$ cat src/rtl/demux_stream_dispatch_if.sv
// Stream bundle between the upstream producer, the dispatcher and the four
// channel consumers. The slave modport is the dispatcher's view.
interface demux_stream_dispatch_if #(
    parameter int WIDTH = 8
);
    logic             in_valid;
    logic             in_ready;
    logic [WIDTH-1:0] in_data;
    logic [1:0]       in_sel;
    logic [3:0]       out_valid;
    logic [3:0]       out_ready;
    logic [WIDTH-1:0] out_data;
    logic [1:0]       out_sel;

    modport slave (
        input  in_valid, in_data, in_sel, out_ready,
        output in_ready, out_valid, out_data, out_sel
    );

    modport master (
        output in_valid, in_data, in_sel, out_ready,
        input  in_ready, out_valid, out_data, out_sel
    );
endinterface

$ cat src/rtl/demux_stream_dispatch.sv
// Registered 1-to-4 stream dispatcher with per-channel delivered counters.
// Define DEMUX_RR_EN to route by an internal round-robin pointer instead of in_sel.
module demux_stream_dispatch #(
    parameter int WIDTH = 8,
    parameter int CNT_W = 8
) (
    input  logic                   clk,
    input  logic                   rst,
    demux_stream_dispatch_if.slave bus,
    output logic [4*CNT_W-1:0]     cnt_flat
);
    typedef enum logic {EMPTY, FULL} state_t;

    state_t                      state_q, state_d;
    logic [WIDTH-1:0]            out_data_q, out_data_d;
    logic [1:0]                  out_sel_q, out_sel_d;
    logic [3:0]                  out_valid_q, out_valid_d;
    logic [3:0][CNT_W-1:0]       cnt_q, cnt_d;
    logic [1:0]                  dest;
    logic                        accept;
    logic                        deliver;

`ifdef DEMUX_RR_EN
    logic [1:0] rr_ptr_q, rr_ptr_d;
    logic [1:0] unused_in_sel;

    assign unused_in_sel = bus.in_sel;
    assign dest          = rr_ptr_q;
`else
    assign dest = bus.in_sel;
`endif

    // in_ready depends only on state and out_ready, never on in_valid.
    assign deliver      = (state_q == FULL) && bus.out_ready[out_sel_q];
    assign bus.in_ready = (state_q == EMPTY) || bus.out_ready[out_sel_q];
    assign accept       = bus.in_valid && bus.in_ready;

    always_comb begin
        state_d    = state_q;
        out_data_d = out_data_q;
        out_sel_d  = out_sel_q;
        cnt_d      = cnt_q;
        if (accept) begin
            state_d    = FULL;
            out_data_d = bus.in_data;
            out_sel_d  = dest;
        end else if (deliver) begin
            state_d = EMPTY;
        end
        if (deliver) begin
            cnt_d[out_sel_q] = cnt_q[out_sel_q] + {{(CNT_W-1){1'b0}}, 1'b1};
        end
        out_valid_d = (state_d == FULL) ? (4'b0001 << out_sel_d) : 4'b0000;
    end

`ifdef DEMUX_RR_EN
    always_comb begin
        rr_ptr_d = rr_ptr_q;
        if (accept) begin
            rr_ptr_d = rr_ptr_q + 2'd1;
        end
    end

    always_ff @(posedge clk) begin
        if (rst) begin
            rr_ptr_q <= '0;
        end else begin
            rr_ptr_q <= rr_ptr_d;
        end
    end
`endif

    always_ff @(posedge clk) begin
        if (rst) begin
            state_q     <= EMPTY;
            out_data_q  <= '0;
            out_sel_q   <= '0;
            out_valid_q <= '0;
            cnt_q       <= '0;
        end else begin
            state_q     <= state_d;
            out_data_q  <= out_data_d;
            out_sel_q   <= out_sel_d;
            out_valid_q <= out_valid_d;
            cnt_q       <= cnt_d;
        end
    end

    assign bus.out_valid = out_valid_q;
    assign bus.out_data  = out_data_q;
    assign bus.out_sel   = out_sel_q;
    assign cnt_flat      = cnt_q;
endmodule

$ cat src/flat_wrapper.sv
// flat-port wrapper written by rule: the top's interface ports become plain ports
module demux_stream_dispatch_flat 
#(
    parameter int WIDTH = 8,
    parameter int CNT_W = 8
)
  (clk, rst, cnt_flat, bus_in_valid, bus_in_data, bus_in_sel, bus_out_ready, bus_in_ready, bus_out_valid, bus_out_data, bus_out_sel);
  demux_stream_dispatch_if #(.WIDTH(WIDTH)) bus_i ();
  input  logic clk;
  input  logic rst;
  output logic [4*CNT_W-1:0] cnt_flat;
  input wire logic [$bits(bus_i.in_valid)-1:0] bus_in_valid;
  input wire logic [$bits(bus_i.in_data)-1:0] bus_in_data;
  input wire logic [$bits(bus_i.in_sel)-1:0] bus_in_sel;
  input wire logic [$bits(bus_i.out_ready)-1:0] bus_out_ready;
  output wire logic [$bits(bus_i.in_ready)-1:0] bus_in_ready;
  output wire logic [$bits(bus_i.out_valid)-1:0] bus_out_valid;
  output wire logic [$bits(bus_i.out_data)-1:0] bus_out_data;
  output wire logic [$bits(bus_i.out_sel)-1:0] bus_out_sel;
  assign bus_i.in_valid = bus_in_valid;
  assign bus_i.in_data = bus_in_data;
  assign bus_i.in_sel = bus_in_sel;
  assign bus_i.out_ready = bus_out_ready;
  assign bus_in_ready = bus_i.in_ready;
  assign bus_out_valid = bus_i.out_valid;
  assign bus_out_data = bus_i.out_data;
  assign bus_out_sel = bus_i.out_sel;
  demux_stream_dispatch #(.WIDTH(WIDTH), .CNT_W(CNT_W)) u_core (.clk(clk), .rst(rst), .bus(bus_i), .cnt_flat(cnt_flat));
endmodule
$ cat config.mk
export PLATFORM = sky130hd
export DESIGN_NAME = demux_stream_dispatch_flat
export DESIGN_NICKNAME = d
export VERILOG_FILES = /design/src/rtl/demux_stream_dispatch_if.sv /design/src/rtl/demux_stream_dispatch.sv /design/src/flat_wrapper.sv
export SDC_FILE = /design/constraint.sdc
export NUM_CORES = 1
export LEC_CHECK = 0
export ABC_AREA = 1
export CAP_MARGIN = 5
export CORE_ASPECT_RATIO = 1.5
export CORE_MARGIN = 1
export CORE_UTILIZATION = 35
export CTS_CLUSTER_SIZE = 40
export DETAILED_ROUTE_END_ITERATION = 16
export PLACE_DENSITY = 0.68
export SLEW_MARGIN = 10
export SYNTH_ARGS = -nofsm -noshare
export SYNTH_HDL_FRONTEND = slang
export SYNTH_SLANG_ARGS = --single-unit
$ cat constraint.sdc
create_clock -name clk -period 1.8 [get_ports clk]
set_input_delay 0.36 -clock clk [delete_from_list [all_inputs] [get_ports clk]]
set_output_delay 0.36 -clock clk [all_outputs]
set_load 0.005 [all_outputs]
==> key figures <==
Detailed routing
  • DR WL/cell: 12.1 microns
  • Post-route ant nets: 0
  • WL final: 5.99 mm
  • Drt pass-1 iters: 4
  • Remaining DRCs: 0
  • Initial DRC Count: 113
  • Vias: 2,319
  • Vias per cell: 4.68

Global routing
  • Grt total ovfl: 0
  • Antenna violations before repair: 0
  • Largest net degree at the start of global routing: 33
  • Global-route wire length before repair: 9.68 mm
  • Vias in the first global route: 2,220
  • Gr usage total: 0.184

Layout
  • Final core utilization: 0.519
  • Fillers: 672
  • Commonest non-fill, non-tap cell in the layout: nand2_1
  • Share of cells above drive strength 1: 0.196
  • Diodes inserted: 0
  • Most frequent cells in the layout: nand2_1 (98), clkdlybuf4s50_1 (62), dfxtp_1 (46), nor2_1 (30), inv_1 (28)
  • Area delta synth->final: 43.3%
  • Nets: 436

Synthesis
  • Post-synth top area cell: dfxtp_1
  • Synth top area share: 0.401
  • Yosys warns: 0
  • Syn Nets: 353
  • Synth top area cells: dfxtp_1 (40%), nand2_1 (16%), o21a_1 (5.1%)
  • Cell variety after synth: 27
  • Post-Syn Instances: 335
  • Seq/Total Area, Yosys: 0.401
  • Yosys reg bits: 47
  • Mean area per synthesized cell: 7.01 sq um
  • Netlist Area Pre-Place: 2350 sq um

Die
  • # rows: 36
  • Initial Utilization: 0.362
  • DIE WIDTH: 68.9 microns
  • Core area: 6490 sq um
  • I/O pin count: 64
  • Die height: 102 microns
  • Die Footprint: 7040 sq um

STA
  • Hold Vio Cnt, Final: 0
  • Worst-Margin Slew: 286 ps
  • Setup TNS: 0 ps
  • Post-layout minimum cycle time: 1730 ps
  • Final Skew: 12.2 ps
  • Period utilization: 0.962
  • Hold slack: 486 ps
  • Worst slew margin: 0.809
  • Max Fclk: 0.578 GHz
  • Pins Over Slew Limit: 0
  • RSZ-0062 raised after global routing: true
  • Setup violations, final: 0

Hold path
  • Hold Path Depth: 2
  • Hold Path Class: reg -> reg

Clock tree
  • TritonCTS Buffers: 5
  • CTS Hold Buffers Added: 0
  • CTS tree: done
  • Clk slew on worst S/H paths: 90 ps
  • Maximum clock path buffer count: 2
  • H-tree levels: 2
  • Worst-Skew Late Latency: 310 ps
  • Clock sink total: 47
  • Root buffer cell: clkbuf_8

Power and ir drop
  • Power per cell area: 661 nW/um^2
  • Leakage: 1.56 nW
  • Final Total Pwr: 2.22 mW
  • Peak VDD IR: 361 uV

Run status
  • Status: completed

Placed design
  • GP Congestion: 0.841
  • Post-DP HPWL: 4.49 mm
  • IO buf count: 63

Critical path
  • Worst Path Required: 1440 ps
  • Worst Setup Path Type: reg -> out
  • Crit Path Max Fanout: 4
  • Critical path startpoint category: flip-flop
  • Reg2Reg Depth: 12
  • Arr. time, crit path: 1370 ps
  • Crit path capture type: output pin

Flow run
  • Max Cap Viol: 0
[state kept, by name (all words and copies together) (netlist names)]
register,flops
u_core.state_q,1
u_core.bus.out_sel,2
u_core.bus.out_valid,4
u_core.cnt_flat,32
u_core.bus.out_data,8
[synth_stat cells, drive strengths merged]
cell type / n
clkbuf: 4
o21ai: 22
nor2: 35
nand2: 112
ha: 1
nand4: 1
nand3b: 1
a21oi: 15
or2: 1
nand2b: 1
o21a: 16
dfxtp: 47
buf: 9
nand3: 29
xor2: 1
inv: 40
[kinds of logic (layout without fill, tap and decap cells)]
family / after synthesis / count (layout) / synth area share
simple gates: 180 / 180 / 0.352
compound gates: 53 / 53 / 0.136
buf+inv: 53 / 137 / 0.101
flops: 47 / 47 / 0.401
fa+ha+maj: 1 / 1 / 0.00533
xor+xnor: 1 / 1 / 0.00373
[worst paths after layout]
| check | startpoint | end | slack (ps) |
|---|---|---|---|
| max | u_core.bus.out_sel[0]$_SDFF_PP0_ | bus_in_ready | 70 |
| min | u_core.bus.out_data[0]$_SDFFE_PP0P_ | u_core.bus.out_data[0]$_SDFFE_PP0P_ | 490 |
| max reg2reg | u_core.bus.out_sel[0]$_SDFF_PP0_ | u_core.cnt_flat[14]$_SDFFE_PP0P_ | 130 |
| min reg2reg | u_core.bus.out_data[0]$_SDFFE_PP0P_ | u_core.bus.out_data[0]$_SDFFE_PP0P_ | 490 |
[area by class of cell]
cell class / count / area (sq um) / area share
Clock buffer: 6 / 72.6 / 0.0216
Clock inverter: 2 / 17.5 / 0.00521
Inverter: 40 / 153 / 0.0454
Multi-Input combinational cell: 235 / 1240 / 0.368
Sequential cell: 47 / 945 / 0.281
Tap cell: 76 / 95.1 / 0.0283
Timing Repair Buffer: 89 / 845 / 0.251
[stage by stage]
step	std cells	area [sq um]	worst slack, ps
final	495	3360	69.1
after global routing	495	3360	-18.9
after CTS	493	3290	13.6
after detailed placement	483	3170	-155
after global placement	483	3170	-133
after floorplan	335	2350	39.2
[critical path, cell delays in order, from the launching register on]
cell and delay, ps:
dfxtp_4 380, buf_4 150, nand2_1 60, nand2_1 50
nand2_1 80, nand3_2 80, dlygate4sd2_1 270
[routing by layer]
metal  up-vias  share of wire  global-route usage
met3         8          0.056              0.0435
li1       1216              -                   -
met1      1038           0.40               0.188
met2        57           0.53               0.347
met5         -              0                   0
met4         0          0.014              0.0659
[report_power, final]
group | internal [mW] | switching [mW] | total, mW | leakage (nW)
Clock | 0.279 | 0.374 | 0.653 | 0.0454
Sequential | 1.09 | 0.0343 | 1.12 | 0.383
Combinational | 0.231 | 0.219 | 0.450 | 1.13
Total | 1.60 | 0.627 | 2.22 | 1.56
[repair_timing]
| action | in CTS | in global routing |
|---|---|---|
| buffers inserted | 2 | 2 |
| setup endpoints to repair | 4 | 24 |
| pin swaps | 2 | 5 |
| gates resized for setup | 5 | 15 |
No activity file was read; power rests on OpenSTA's default activity.
